## config.mk

```make
export PLATFORM = sky130hd
export DESIGN_NAME = axi4_lite_ram_slave
export DESIGN_NICKNAME = d
export VERILOG_FILES = /design/src/rtl/axi4_lite_ram_slave.sv
export SDC_FILE = /design/constraint.sdc
export NUM_CORES = 1
export LEC_CHECK = 0
export ABC_AREA = 1
export CORE_ASPECT_RATIO = 1.75
export CORE_MARGIN = 2
export CORE_UTILIZATION = 43
export CTS_CLUSTER_DIAMETER = 50
export DETAILED_ROUTE_END_ITERATION = 8
export GPL_ROUTABILITY_DRIVEN = 0
export PLACE_DENSITY = 0.85
export SETUP_SLACK_MARGIN = 0.5
export SLEW_MARGIN = 25
export SYNTH_ARGS = -nofsm -noshare
export SYNTH_HDL_FRONTEND = slang
export SYNTH_SLANG_ARGS = --single-unit
```

## constraint.sdc

```tcl
create_clock -name ACLK -period 11.9 [get_ports ACLK]
set_input_delay 2.975 -clock ACLK [delete_from_list [all_inputs] [get_ports ACLK]]
set_output_delay 2.975 -clock ACLK [all_outputs]
set_load 0.05 [all_outputs]
```

## src/rtl/axi4_lite_ram_slave.sv

```systemverilog
// AXI4-Lite responder that turns AW/W/AR requests into single-port SRAM accesses.
// One transaction is in flight at a time. Out-of-range word indices answer SLVERR and do not touch the RAM.
module axi4_lite_ram_slave #(
    parameter int ADDR_SIZE = 24,
    parameter int DATA_SIZE = 32,
    parameter int MEM_WORDS = 1024,
    localparam int STRB_SIZE = DATA_SIZE / 8,
    localparam int MEM_AW = $clog2(MEM_WORDS)
) (
    input  logic                 ACLK,
    input  logic                 ARESET,
    input  logic                 awvalid,
    output logic                 awready,
    input  logic [ADDR_SIZE-1:0] awaddr,
    input  logic [2:0]           awprot,
    input  logic                 wvalid,
    output logic                 wready,
    input  logic [DATA_SIZE-1:0] wdata,
    input  logic [STRB_SIZE-1:0] wstrb,
    output logic                 bvalid,
    input  logic                 bready,
    output logic [1:0]           bresp,
    input  logic                 arvalid,
    output logic                 arready,
    input  logic [ADDR_SIZE-1:0] araddr,
    input  logic [2:0]           arprot,
    output logic                 rvalid,
    input  logic                 rready,
    output logic [DATA_SIZE-1:0] rdata,
    output logic [1:0]           rresp,
    output logic                 mem_en,
    output logic [STRB_SIZE-1:0] mem_we,
    output logic [MEM_AW-1:0]    mem_addr,
    output logic [DATA_SIZE-1:0] mem_wdata,
    input  logic [DATA_SIZE-1:0] mem_rdata
);

    localparam int BYTE_BITS = (STRB_SIZE > 1) ? $clog2(STRB_SIZE) : 1;
    localparam int IDX_W     = ADDR_SIZE - BYTE_BITS;
    localparam logic [IDX_W-1:0] WORDS_LIM = IDX_W'(MEM_WORDS);
    localparam logic [1:0] RESP_OKAY   = 2'b00;
    localparam logic [1:0] RESP_SLVERR = 2'b10;
    localparam logic GRANT_READ  = 1'b0;
    localparam logic GRANT_WRITE = 1'b1;

    typedef enum logic [2:0] {
        IDLE,
        WR_MEM,
        WR_RESP,
        RD_MEM,
        RD_CAP,
        RD_RESP
    } state_t;

    state_t               state_reg, state_next;
    logic                 aw_full_reg, aw_full_next;
    logic [IDX_W-1:0]     aw_idx_reg, aw_idx_next;
    logic                 w_full_reg, w_full_next;
    logic [DATA_SIZE-1:0] w_data_reg, w_data_next;
    logic [STRB_SIZE-1:0] w_strb_reg, w_strb_next;
    logic [IDX_W-1:0]     ar_idx_reg, ar_idx_next;
    logic                 last_grant_reg, last_grant_next;
    logic                 awready_reg, awready_next;
    logic                 wready_reg, wready_next;
    logic                 arready_reg, arready_next;
    logic                 bvalid_reg, bvalid_next;
    logic [1:0]           bresp_reg, bresp_next;
    logic                 rvalid_reg, rvalid_next;
    logic [1:0]           rresp_reg, rresp_next;
    logic [DATA_SIZE-1:0] rdata_reg, rdata_next;
    logic                 mem_en_reg, mem_en_next;
    logic [STRB_SIZE-1:0] mem_we_reg, mem_we_next;
    logic [MEM_AW-1:0]    mem_addr_reg, mem_addr_next;
    logic [DATA_SIZE-1:0] mem_wdata_reg, mem_wdata_next;

    logic [IDX_W-1:0] awaddr_idx;
    logic [IDX_W-1:0] araddr_idx;
    logic             aw_in_range;
    logic             ar_in_range;
    logic             araddr_in_range;
    logic             aw_hs;
    logic             w_hs;
    logic             ar_hs;
    logic             wr_pair;
    logic             unused_bits;

    assign awaddr_idx      = awaddr[ADDR_SIZE-1:BYTE_BITS];
    assign araddr_idx      = araddr[ADDR_SIZE-1:BYTE_BITS];
    assign aw_in_range     = (aw_idx_reg < WORDS_LIM);
    assign ar_in_range     = (ar_idx_reg < WORDS_LIM);
    assign araddr_in_range = (araddr_idx < WORDS_LIM);
    assign aw_hs           = awvalid && awready_reg;
    assign w_hs            = wvalid && wready_reg;
    assign ar_hs           = arvalid && arready_reg;
    assign wr_pair         = aw_full_reg && w_full_reg;

    // Protection bits and sub-word address bits carry no meaning for this RAM.
    assign unused_bits = ^{awprot, arprot, awaddr[BYTE_BITS-1:0], araddr[BYTE_BITS-1:0]};

    always_comb begin
        state_next      = state_reg;
        aw_full_next    = aw_full_reg;
        aw_idx_next     = aw_idx_reg;
        w_full_next     = w_full_reg;
        w_data_next     = w_data_reg;
        w_strb_next     = w_strb_reg;
        ar_idx_next     = ar_idx_reg;
        last_grant_next = last_grant_reg;
        bvalid_next     = bvalid_reg;
        bresp_next      = bresp_reg;
        rvalid_next     = rvalid_reg;
        rresp_next      = rresp_reg;
        rdata_next      = rdata_reg;
        mem_en_next     = 1'b0;
        mem_we_next     = '0;
        mem_addr_next   = '0;
        mem_wdata_next  = '0;

        // Holding registers fill independently of the FSM, so a new AW/W can queue behind a busy op.
        if (aw_hs) begin
            aw_full_next = 1'b1;
            aw_idx_next  = awaddr_idx;
        end
        if (w_hs) begin
            w_full_next = 1'b1;
            w_data_next = wdata;
            w_strb_next = wstrb;
        end

        case (state_reg)
            IDLE: begin
                // arready already encodes the alternation, so an accepted AR always wins here.
                if (ar_hs) begin
                    ar_idx_next   = araddr_idx;
                    state_next    = RD_MEM;
                    mem_en_next   = araddr_in_range;
                    mem_addr_next = araddr_in_range ? araddr_idx[MEM_AW-1:0] : '0;
                end else if (wr_pair) begin
                    state_next     = WR_MEM;
                    mem_en_next    = aw_in_range;
                    mem_we_next    = aw_in_range ? w_strb_reg : '0;
                    mem_addr_next  = aw_in_range ? aw_idx_reg[MEM_AW-1:0] : '0;
                    mem_wdata_next = aw_in_range ? w_data_reg : '0;
                end
            end
            WR_MEM: begin
                aw_full_next = 1'b0;
                w_full_next  = 1'b0;
                bvalid_next  = 1'b1;
                bresp_next   = aw_in_range ? RESP_OKAY : RESP_SLVERR;
                state_next   = WR_RESP;
            end
            WR_RESP: begin
                if (bready) begin
                    bvalid_next     = 1'b0;
                    last_grant_next = GRANT_WRITE;
                    state_next      = IDLE;
                end
            end
            RD_MEM: begin
                state_next = RD_CAP;
            end
            RD_CAP: begin
                rdata_next  = ar_in_range ? mem_rdata : '0;
                rresp_next  = ar_in_range ? RESP_OKAY : RESP_SLVERR;
                rvalid_next = 1'b1;
                state_next  = RD_RESP;
            end
            RD_RESP: begin
                if (rready) begin
                    rvalid_next     = 1'b0;
                    last_grant_next = GRANT_READ;
                    state_next      = IDLE;
                end
            end
            default: begin
                state_next = IDLE;
            end
        endcase

        awready_next = !aw_full_next;
        wready_next  = !w_full_next;
        // A complete write pair blocks reads only when the previous grant went to a read.
        arready_next = (state_next == IDLE) &&
                       !(aw_full_next && w_full_next && (last_grant_next == GRANT_READ));
    end

    always_ff @(posedge ACLK or posedge ARESET) begin
        if (ARESET) begin
            state_reg      <= IDLE;
            aw_full_reg    <= 1'b0;
            aw_idx_reg     <= '0;
            w_full_reg     <= 1'b0;
            w_data_reg     <= '0;
            w_strb_reg     <= '0;
            ar_idx_reg     <= '0;
            last_grant_reg <= GRANT_READ;
            awready_reg    <= 1'b0;
            wready_reg     <= 1'b0;
            arready_reg    <= 1'b0;
            bvalid_reg     <= 1'b0;
            bresp_reg      <= RESP_OKAY;
            rvalid_reg     <= 1'b0;
            rresp_reg      <= RESP_OKAY;
            rdata_reg      <= '0;
            mem_en_reg     <= 1'b0;
            mem_we_reg     <= '0;
            mem_addr_reg   <= '0;
            mem_wdata_reg  <= '0;
        end else begin
            state_reg      <= state_next;
            aw_full_reg    <= aw_full_next;
            aw_idx_reg     <= aw_idx_next;
            w_full_reg     <= w_full_next;
            w_data_reg     <= w_data_next;
            w_strb_reg     <= w_strb_next;
            ar_idx_reg     <= ar_idx_next;
            last_grant_reg <= last_grant_next;
            awready_reg    <= awready_next;
            wready_reg     <= wready_next;
            arready_reg    <= arready_next;
            bvalid_reg     <= bvalid_next;
            bresp_reg      <= bresp_next;
            rvalid_reg     <= rvalid_next;
            rresp_reg      <= rresp_next;
            rdata_reg      <= rdata_next;
            mem_en_reg     <= mem_en_next;
            mem_we_reg     <= mem_we_next;
            mem_addr_reg   <= mem_addr_next;
            mem_wdata_reg  <= mem_wdata_next;
        end
    end

    assign awready   = awready_reg;
    assign wready    = wready_reg;
    assign arready   = arready_reg;
    assign bvalid    = bvalid_reg;
    assign bresp     = bresp_reg;
    assign rvalid    = rvalid_reg;
    assign rresp     = rresp_reg;
    assign rdata     = rdata_reg;
    assign mem_en    = mem_en_reg;
    assign mem_we    = mem_we_reg;
    assign mem_addr  = mem_addr_reg;
    assign mem_wdata = mem_wdata_reg;

endmodule

```

* Word level (Yosys, flattened, before mapping)
Index checks and enable logic that the tools add are counted.
Storage, ports and cells: bits in registers 174, output and inout port bits 88, logic and storage cells 83
Cells by class: magnitude comparators 3, equality and inequality tests 7, mux-type cells 35, bitwise gates (word level) 1, reductions and logical operators 17
Operators with widths (count):
- $mux 32 | 5
- $lt 22x11->1 const B | 3
- $mux 10 | 5
- $pmux 3 s6 | 1
- $mux 4 | 4
- $mux 3 | 4
- $mux 1 | 11
- $logic_and 1x1->1 | 7
- $eq 3x2->1 const B | 2
- $eq 3x3->1 const B | 2
- $logic_not 3->1 | 2
- $pmux 1 s2 | 3
- $reduce_and 2->1 | 3
- $mux 2 | 2
- $ne 2x2->1 const B | 2
- $reduce_bool 2->1 | 2
- $eq 3x1->1 const B | 1
- $logic_not 1->1 | 3
- $not 1->1 | 1

* Longest topological paths before layout
Gate-level depths: netlist (run 1).
word-level depth 7, mapped depth 7

* Least setup slack after synthesis (run 1)
OpenSTA, ideal clock, no wires.
kind input to register, from input arvalid, to register mem_addr_reg[0] (netlist: mem_addr[0]), library setup time 0.120 ns, arrival time 3.670 ns, data required time 11.780 ns, setup slack 8.110 ns, stages 4, buffers on the path 1, path through nand2_2 buf_2 mux2i_1 nor2_1
On the way: cells in the longest elaborated chain, start to end 3
RTL lines:
- start, declared | RTL line 23 | input logic arvalid,
- $logic_and 1x1->1 | RTL line 94 | assign ar_hs = arvalid && arready_reg;
- $mux 10 | RTL line 133 | if (ar_hs) begin
- $mux 10 | RTL line 130 | case (state_reg)
- named net mem_addr_next[0] | RTL line 73 | logic [MEM_AW-1:0] mem_addr_reg, mem_addr_next;
- end signal, assigned | RTL line 229 | mem_addr_reg <= mem_addr_next;
- end, declared | RTL line 73
The timed path passes the listed nets, and every way through them passes these cells. A chain may end at the register's enable or synchronous reset.

* Final worst setup path (run 1)
from register wready_reg (netlist: wready), to output wready
RTL lines:
- start, declared | RTL line 64 | logic wready_reg, wready_next;
- start signal, assigned | RTL line 220 | wready_reg <= wready_next;
- end, declared | RTL line 17 | output logic wready,
No word-level cell between the ends.

==> qor.yml, run 1 <==
status:
  outcome: "finished clean"
route:
  antenna_left: 0
  wl_per_cell_um: 14.8
  viasPerCell: 4.76
  drt-total-wl_mm: 16.0
  drcViolationCount: 0
  drt_iter0_drc: 254
  first_pass_iters: 4
  vias: 5141
yosys:
  yosysTopAreaCell: "dfrtp_1"
  netlist.area_leader.share_pct: 63.5
  synth_area_leaders: "dfrtp_1, nand2_1, nor2_1"
  yosys_warnings: 0
  synth_seq_cells: 162
  avgSynthCellArea_sq_um: 9.19
  synthCells: 694
  netlist_area_sq_um: 6380
  ys_types: 31
  synth.yosys.seq_area_share_pct: 63.5
cts:
  cts-root-buf: "clkbuf_16"
  clock-sinks: 162
  cts-buffers-inserted: 17
  clock_latency_ns: 0.42
  cts_tree: "yes"
  cts_resized: 0
  hold_buffers: 0
  htree_levels: 4
  cts_setup_buffers: 0
  clock_path_buffers: 2
  clk_pin_slew_ns: 0.06
setup_path:
  crit_path_start: "wready"
  crit_chain: "clkdlybuf4s50_1"
  end_kind: "primary output"
  r2r-start: "state_reg[0]"
  cp_max_fo: 2
  slowest_delay_ns: 0.86
  start_kind: "flip-flop"
  required_ns: 8.93
  crit_family: "buffers and inverters"
  cp_num_buf_inv: 1
  critPathSlowestCell: "clkdlybuf4s50_1"
  critPathKind: "reg -> out"
  crit_arrival_ns: 1.68
worst_hold_path:
  hold_path_class: "reg -> reg"
  hp-start: "w_data_reg[2]"
placed_design:
  dpl_cell_area_sq_um: 8490
  hpwl_mm: 11.0
  portBuffers: 204
die:
  die_height_um: 165
  start_util_pct: 44.2
  rows: 58
  ioPinCount: 217
  core_area_sq_um: 14400
  dieArea_sq_um: 15900
  die_w_um: 96.1
grt:
  grt_max_degree: 88
  antenna_found_initial: 1
  grt-ovfl-total: 0
  grt_pass1_vias: 5162
  grtUsageTotal_pct: 20.4
  grt_pass1_wl_mm: 24.6
timing:
  tightest_slew_ns: 0.796
  drv_slew: 0
  fmax_mhz: 215
  holdWs_ns: 0.478
  setup_viol: 0
  grt_setup_unrepaired: "no"
  fin_skew_ns: 0.0146
  post-route-period-util_pct: 39.1
  period_minus_slack_ns: 4.65
  fin_tns_setup_ns: 0
  hold_viol: 0
  maxSlewHeadroom_pct: 46.9
final_layout:
  fin_nets: 1017
  utilization_pct: 63.1
  area_growth_pct: 42.7
  postLayoutCellArea_sq_um: 9110
  drive_gt1_share_pct: 6.22
pwr:
  p_per_area_nw_per_um2: 230
  ir_worst_vdd_uv: 108
  leakage_nw: 4.33
flow_run:
  max_cap_violations: 0
power breakdown:
part | internal [mW] | switching (mW) | leakage [nW] | total, mW
combinational | 0.239 | 0.474 | 1.92 | 0.713
sequential | 0.718 | 0.0955 | 2.11 | 0.814
clock | 0.352 | 0.218 | 0.290 | 0.569
total | 1.31 | 0.787 | 4.33 | 2.10
kinds of logic after synthesis:
kind of cell | synth area share, %
compound gates | 3.57
buf+inv | 4.51
flops | 63.5
mux | 1.10
other cells | 0.0588
simple gates | 27.2
synthesized netlist by cell type (all sizes together):
master  number
mux2i        7
or2          3
dfrtp      162
nor2        71
nand2      327
a31oi        1
o21ai       38
a21oi        1
nand3       10
conb         1
o21a         1
buf         24
a211oi       1
nor4         1
and2         1
nor3         3
nand4        7
clkbuf       7
inv         28
placed cells by master (no fill, tap or decap), drive strengths merged:
cell           Yosys  final
bufinv             0      4
nor4               1      1
dfrtp            162    162
clkbuf             7     19
nand4              7      7
clkdlybuf4s50      0    204
nand3             10     10
diode              0      1
a211oi             1      1
mux2i              7      7
inv               28     30
o21a               1      1
nand2            327    327
and2               1      1
a31oi              1      1
conb               1      2
clkinvlp           0      3
nor3               3      3
clkinv             0      3
nor2              71     71
buf               24      1
or2                3      3
a21oi              1      1
o21ai             38     38
path summary, 6_finish.rpt:
kind / end / slack, ns / depth (start not counted)
worst max-delay path: wready / 7.25 / 1
worst min-delay path: w_data_reg[2] / 0.48 / 2
worst max register to register: rdata[30] / 9.90 / 5
worst min register to register: w_data_reg[2] / 0.48 / 2
max in group asynchronous: state_reg[1] / 7.68 / 3
min in group asynchronous: mem_wdata[24] / 3.05 / 2
layer usage:
metal	track usage, %	wire length, um	share of wire [%]
met4	10.7	640	4.0
met2	35.9	8470	53
met5	0	0	0
met1	22.4	6070	38
met3	4.58	832	5.2
metrics by stage:
step	cells	setup WS, ns	power, mW
finish	1081	7.25	2.10
global route	1081	7.05	2.22
CTS	1080	7.21	2.11
detailed placement	1049	6.79	1.54
global placement	1049	6.80	1.51
floorplan	695	4.55	1.31
worst reg2reg max path, stage by stage (launching register included):
cell     delay, ns
dfrtp_1       0.45
nor2_4        0.15
nand2_2       0.42
inv_2         0.61
nand2_1       0.13
o21ai_1       0.17
final cells by class:
| class | instances | area, sq um |
|---|---|---|
| fillers | 1185 | 5340 |
| diodes | 1 | 2.50 |
| inverters | 28 | 110 |
| clock inverters | 12 | 183 |
| multi-input cells | 474 | 2050 |
| clock buffers | 19 | 433 |
| flip-flops and latches | 162 | 4050 |
| repair buffers | 205 | 2050 |
| well taps | 180 | 225 |
Note: power is estimated with default switching activity, not from simulation.
==> inputs of run 2 (changes only) <==
--- a/config.mk
+++ b/config.mk
@@ -8,7 +8,7 @@
 export ABC_AREA = 1
 export CORE_ASPECT_RATIO = 1.75
 export CORE_MARGIN = 2
-export CORE_UTILIZATION = 43
+export CORE_UTILIZATION = 41
 export CTS_CLUSTER_DIAMETER = 50
 export DETAILED_ROUTE_END_ITERATION = 8
 export GPL_ROUTABILITY_DRIVEN = 0
==> constraint.sdc (replaced) <==
create_clock -name ACLK -period 4.1 [get_ports ACLK]
set_input_delay 1.025 -clock ACLK [delete_from_list [all_inputs] [get_ports ACLK]]
set_output_delay 1.025 -clock ACLK [all_outputs]
set_load 0.05 [all_outputs]
==> qor.yml, run 2 (same netlist as run 1, synthesis figures left out) <==
route:
  drt-total-wl_mm: 16.0  # +0.17%
  antenna_left: 0  # unchanged
  wl_per_cell_um: 14.7  # -0.47%
  vias: 5131  # -0.19%
  first_pass_iters: 4  # unchanged
  viasPerCell: 4.72  # -0.84%
  drt_iter0_drc: 246  # -3.1%
  drcViolationCount: 0  # unchanged
final_layout:
  postLayoutCellArea_sq_um: 9150  # +0.48%
  fin_nets: 1020  # +0.29%
  area_growth_pct: 43.4
  num-fill-cells: 1296  # +9.4%
  drive_gt1_share_pct: 6.54  # +0.32 points
  final_common_cell: "nand2_1"
  final_cell_mix: "nand2_1, clkdlybuf4s50_1, dfrtp_1"
  utilization_pct: 59.7  # -3.3 points
  antennaDiodeCount: 0  # -1
  multi_input_area_sq_um: 2050  # unchanged
  regArea_sq_um: 4050  # unchanged
cts:
  clock_path_buffers: 2  # unchanged
  hold_buffers: 0  # unchanged
  cts_tree: "yes"
  clock-sinks: 162  # unchanged
  cts-root-buf: "clkbuf_16"
  clk_pin_slew_ns: 0.06  # about the same
  htree_levels: 4  # unchanged
  clock_latency_ns: 0.42  # about the same
  cts_resized: 0  # unchanged
  cts-buffers-inserted: 17  # unchanged
  cts_setup_buffers: 0  # unchanged
pwr:
  power_switching_share_pct: 37.6  # about the same
  p_seq_share_pct: 38.8  # about the same
  leakage_nw: 4.34  # +0.40%
  p_int_mw: 3.80  # +190%
  p_per_area_nw_per_um2: 666  # +190%
  pwr-share-clk_pct: 27.3  # about the same
  netSwitchingPower_mw: 2.29  # +190%
  ir_worst_vdd_uv: 389  # +260%
  combPwrFrac_pct: 33.9  # about the same
flow_run:
  max_cap_violations: 0  # unchanged
setup_path:
  crit_chain: "clkdlybuf4s50_1"
  slowest_delay_ns: 0.88  # +0.02 ns
  cp_max_fo: 2  # unchanged
  crit_family: "buffers and inverters"
  critPathSlowestCell: "clkdlybuf4s50_1"
  critPathKind: "reg -> out"
  end_kind: "primary output"
  crit_arrival_ns: 1.70  # +0.02 ns
  start_kind: "flip-flop"
  cp_num_buf_inv: 1  # unchanged
  required_ns: 3.07  # -5.86 ns
timing:
  fin_tns_setup_ns: 0  # unchanged
  maxSlewHeadroom_pct: 48.0  # +1.2 points
  tightest_slew_ns: 0.779  # -0.0161 ns
  fin_skew_ns: 0.0114  # -0.00324 ns
  post-route-period-util_pct: 66.4
  hold_viol: 0  # unchanged
  drv_slew: 0  # unchanged
  grt_setup_unrepaired: "no"
  setup_viol: 0  # unchanged
  fmax_mhz: 368
  period_minus_slack_ns: 2.72
die:
  die_w_um: 98.3  # +2.3%
  rows: 60  # +3.4%
  core_area_sq_um: 15300  # +6.0%
  ioPinCount: 217  # unchanged
  die_height_um: 169  # +2.4%
  dieArea_sq_um: 16600  # +4.7%
  start_util_pct: 41.7  # -2.5 points
worst_hold_path:
  hold_path_class: "reg -> reg"
grt:
  grt-ovfl-total: 0  # unchanged
  grt_pass1_vias: 5168  # +0.12%
  grt_max_degree: 71  # -19%
  antenna_found_initial: 0  # -1
  grt_pass1_wl_mm: 25.7  # +4.2%
  grtUsageTotal_pct: 19.6  # -0.82 points
placed_design:
  portBuffers: 204  # unchanged
  hpwl_mm: 11.2  # +1.6%
  dpl_cell_area_sq_um: 8540  # +0.59%
status:
  outcome: "finished clean"
-- run 2: cell types whose count changed in the layout (fill, tap and decap cells not counted), sizes merged --
cell      previous run  this run
inv                 30        29
clkbuf              19        18
clkinvlp             3         4
diode                1         0
buf                  1         4
-- run 2: final timing paths --
kind / start / slack [ns] / depth (start not counted) / end
worst max-delay path: arready / 1.38 / 1 / arready
worst min-delay path: rvalid / 0.47 / 2 / rvalid
min in group asynchronous: ARESET / 1.04 / 2 / mem_wdata[26]
max in group asynchronous: ARESET / 2.30 / 3 / rvalid
worst max register to register: state_reg[0] / 2.12 / 5 / rdata[22]
worst min register to register: rvalid / 0.47 / 2 / rvalid
-- run 2: per-layer routing --
layer  up-vias  wire length (um)  share of wire (%)  track usage (%)
li1       2524                 -                  -                -
met1      2389              6240                 39             22.6
met2       171              8320                 52             34.2
met3        47               668                4.2             3.18
met4         0               809                5.0             11.2
met5         -                 0                  0                0
-- run 2: worst min-delay path: stages, from the launching register on --
cell and delay [ns]:
dfrtp_1 0.34, nand2_1 0.05, nand2_1 0.04
-- run 2: cell type report --
| type | instances | share of cell area [%] |
|---|---|---|
| clock inverters | 12 | 2.00 |
| well taps | 186 | 2.54 |
| clock buffers | 18 | 4.69 |
| repair buffers | 208 | 22.9 |
| inverters | 28 | 1.19 |
| flip-flops and latches | 162 | 44.3 |
| multi-input cells | 474 | 22.4 |
-- run 2: metrics by stage --
stage	std cells	power [mW]	hold WS, ns	worst slack (ns)
6_report	1088	6.09	0.472	1.38
5_1_grt	1088	6.47	0.491	1.33
4_1_cts	1088	6.16	0.473	1.36
3_5_place_dp	1058	4.47	0.458	1.15
3_3_place_gp	1058	4.40	0.454	1.25
2_1_floorplan	695	3.82	0.443	1.02
-- run 2: power by group through the flow --
stage                     Sequential, mW  Clock [mW]  Combinational [mW]
after detailed placement            2.39           0                2.08
after global routing                2.42        1.76                2.28
after floorplan                     2.82           0                1.00
after CTS                           2.36        1.70                2.10
after global placement              2.36           0                2.04
final                               2.36        1.66                2.07
==> inputs of run 3 (changes only) <==
--- a/config.mk
+++ b/config.mk
@@ -8,7 +8,7 @@
 export ABC_AREA = 1
 export CORE_ASPECT_RATIO = 1.75
 export CORE_MARGIN = 2
-export CORE_UTILIZATION = 41
+export CORE_UTILIZATION = 43
 export CTS_CLUSTER_DIAMETER = 50
 export DETAILED_ROUTE_END_ITERATION = 8
 export GPL_ROUTABILITY_DRIVEN = 0
==> constraint.sdc (replaced) <==
create_clock -name ACLK -period 2.9 [get_ports ACLK]
set_input_delay 0.725 -clock ACLK [delete_from_list [all_inputs] [get_ports ACLK]]
set_output_delay 0.725 -clock ACLK [all_outputs]
set_load 0.05 [all_outputs]
==> qor.yml, run 3 (same netlist as run 1, synthesis figures left out) <==
timing:
  holdWs_ns: 0.475  # +0.00280 ns
  drv_slew: 0  # unchanged
  setup_viol: 0  # unchanged
  fin_tns_setup_ns: 0  # unchanged
  period_minus_slack_ns: 2.35
  hold_viol: 0  # unchanged
  tightest_slew_ns: 0.615  # -0.164 ns
  fin_skew_ns: 0.0110  # -0.000383 ns
  post-route-period-util_pct: 80.9
  maxSlewHeadroom_pct: 58.9  # +11 points
  fmax_mhz: 426
  grt_setup_unrepaired: "no"
final_layout:
  postLayoutCellArea_sq_um: 9160  # about the same
  antennaDiodeCount: 0  # unchanged
  multi_input_area_sq_um: 2050  # unchanged
  area_growth_pct: 43.5  # about the same
  drive_gt1_share_pct: 7.37  # +0.83 points
  fin_nets: 1025  # +0.49%
  final_cell_mix: "nand2_1, clkdlybuf4s50_1, dfrtp_1"
  regArea_sq_um: 4050  # unchanged
  final_common_cell: "nand2_1"
  num-fill-cells: 1136  # -12%
placed_design:
  dpl_cell_area_sq_um: 8570  # +0.35%
  portBuffers: 204  # unchanged
  hpwl_mm: 11.3  # +1.4%
setup_path:
  start_kind: "flip-flop"
  crit_chain: "clkdlybuf4s50_1"
  path_depth: 1  # unchanged
  critPathKind: "reg -> out"
  crit_family: "buffers and inverters"
  cp_max_fo: 2  # unchanged
  critPathSlowestCell: "clkdlybuf4s50_1"
  reg2reg_depth: 6  # +1
  crit_arrival_ns: 1.62  # -0.08 ns
  r2r_slack_ns: 1.19  # -0.93 ns
  end_kind: "primary output"
  slowest_delay_ns: 0.86  # -0.02 ns
  required_ns: 2.17  # -0.90 ns
  cp_num_buf_inv: 1  # unchanged
die:
  start_util_pct: 44.2  # +2.5 points
  dieArea_sq_um: 15900  # -4.5%
  core_area_sq_um: 14400  # -5.7%
  die_w_um: 96.1  # -2.3%
  ioPinCount: 217  # unchanged
  die_height_um: 165  # -2.3%
  rows: 58  # -3.3%
grt:
  grt_pass1_wl_mm: 25.3  # -1.3%
  grt_max_degree: 83  # +17%
  grt_pass1_vias: 5188  # +0.39%
  antenna_found_initial: 0  # unchanged
  grtUsageTotal_pct: 20.9  # +1.3 points
  grt-ovfl-total: 0  # unchanged
route:
  wl_per_cell_um: 14.7  # -0.38%
  drt-total-wl_mm: 16.0  # -0.29%
  antenna_left: 0  # unchanged
  first_pass_iters: 4  # unchanged
  drcViolationCount: 0  # unchanged
  drt_iter0_drc: 259  # +5.3%
  vias: 5208  # +1.5%
  viasPerCell: 4.78  # +1.4%
status:
  outcome: "finished clean"
pwr:
  leakage_nw: 4.41  # +1.5%
  power_switching_share_pct: 38.9  # +1.3 points
  p_int_mw: 5.19  # +36%
  combPwrFrac_pct: 34.9  # +1.0 points
  netSwitchingPower_mw: 3.31  # +44%
  pwr-share-clk_pct: 25.7  # -1.6 points
  ir_worst_vdd_uv: 540  # +39%
  p_per_area_nw_per_um2: 928  # +39%
  p_seq_share_pct: 39.4  # +0.6 points
cts:
  cts-buffers-inserted: 17  # unchanged
  clock_latency_ns: 0.41  # about the same
  htree_levels: 4  # unchanged
  hold_buffers: 0  # unchanged
  cts_setup_buffers: 0  # unchanged
  clock_path_buffers: 2  # unchanged
  clk_pin_slew_ns: 0.06  # about the same
  cts-root-buf: "clkbuf_16"
  cts_resized: 1  # +1
  clock-sinks: 162  # unchanged
  cts_tree: "yes"
worst_hold_path:
  hold_path_class: "reg -> reg"
  holdPathStages: 2  # unchanged
flow_run:
  max_cap_violations: 0  # unchanged
==> run 3: cell types whose count changed in the layout (fill, tap and decap cells not counted) <==
cell             delta
clkdlybuf4s50_1     -4
bufinv_16           -3
dlygate4sd2_1       +1
clkbuf_8            +1
buf_4               +5
clkinvlp_4          -3
inv_8               +2
inv_6               +3
clkbuf_1            -1
clkinv_4            +3
dlymetal6s2s_1      +3
==> run 3: metrics by stage <==
| stage | util (%) | cells | power [mW] | setup slack (ns) |
|---|---|---|---|---|
| after floorplan | - | 695 | 5.39 | 0.118 |
| after global placement | 59.3 | 1057 | 6.24 | 0.519 |
| after detailed placement | 59.3 | 1057 | 6.36 | 0.486 |
| after CTS | 63.4 | 1089 | 8.56 | 0.525 |
| after global routing | 63.4 | 1089 | 9.03 | 0.514 |
| final | 63.4 | 1089 | 8.50 | 0.553 |
==> run 3: cell type report <==
cell class,count,share of cell area (%)
sequential,162,44.3
multi-input combinational,474,22.3
clock buffer,18,4.80
timing repair buffer,213,23.4
tap,180,2.46
clock inverter,14,1.58
inverter,28,1.19
==> run 3: power by group through the flow <==
stage | logic [mW] | registers [mW] | clock network [mW]
after floorplan | 1.41 | 3.98 | 0
after global placement | 2.91 | 3.34 | 0
after detailed placement | 2.98 | 3.38 | 0
after CTS | 2.99 | 3.35 | 2.22
after global routing | 3.27 | 3.43 | 2.33
final | 2.96 | 3.35 | 2.18
==> run 3: path summary, 6_finish.rpt <==
path,from,end
max,rdata[0],rdata[0]
min,ar_idx_reg[19],ar_idx_reg[19]
max reg2reg,state_reg[0],rdata[29]
min reg2reg,ar_idx_reg[19],ar_idx_reg[19]
max in group asynchronous,ARESET,state_reg[2]
min in group asynchronous,ARESET,mem_wdata[26]
==> run 3: routing by layer <==
metal / wire, um / vias up / track usage, %
met5: 0 / - / 0
met4: 511 / 0 / 10.1
met3: 751 / 27 / 3.68
met2: 8840 / 149 / 37.8
met1: 5890 / 2495 / 23.0
li1: - / 2537 / -
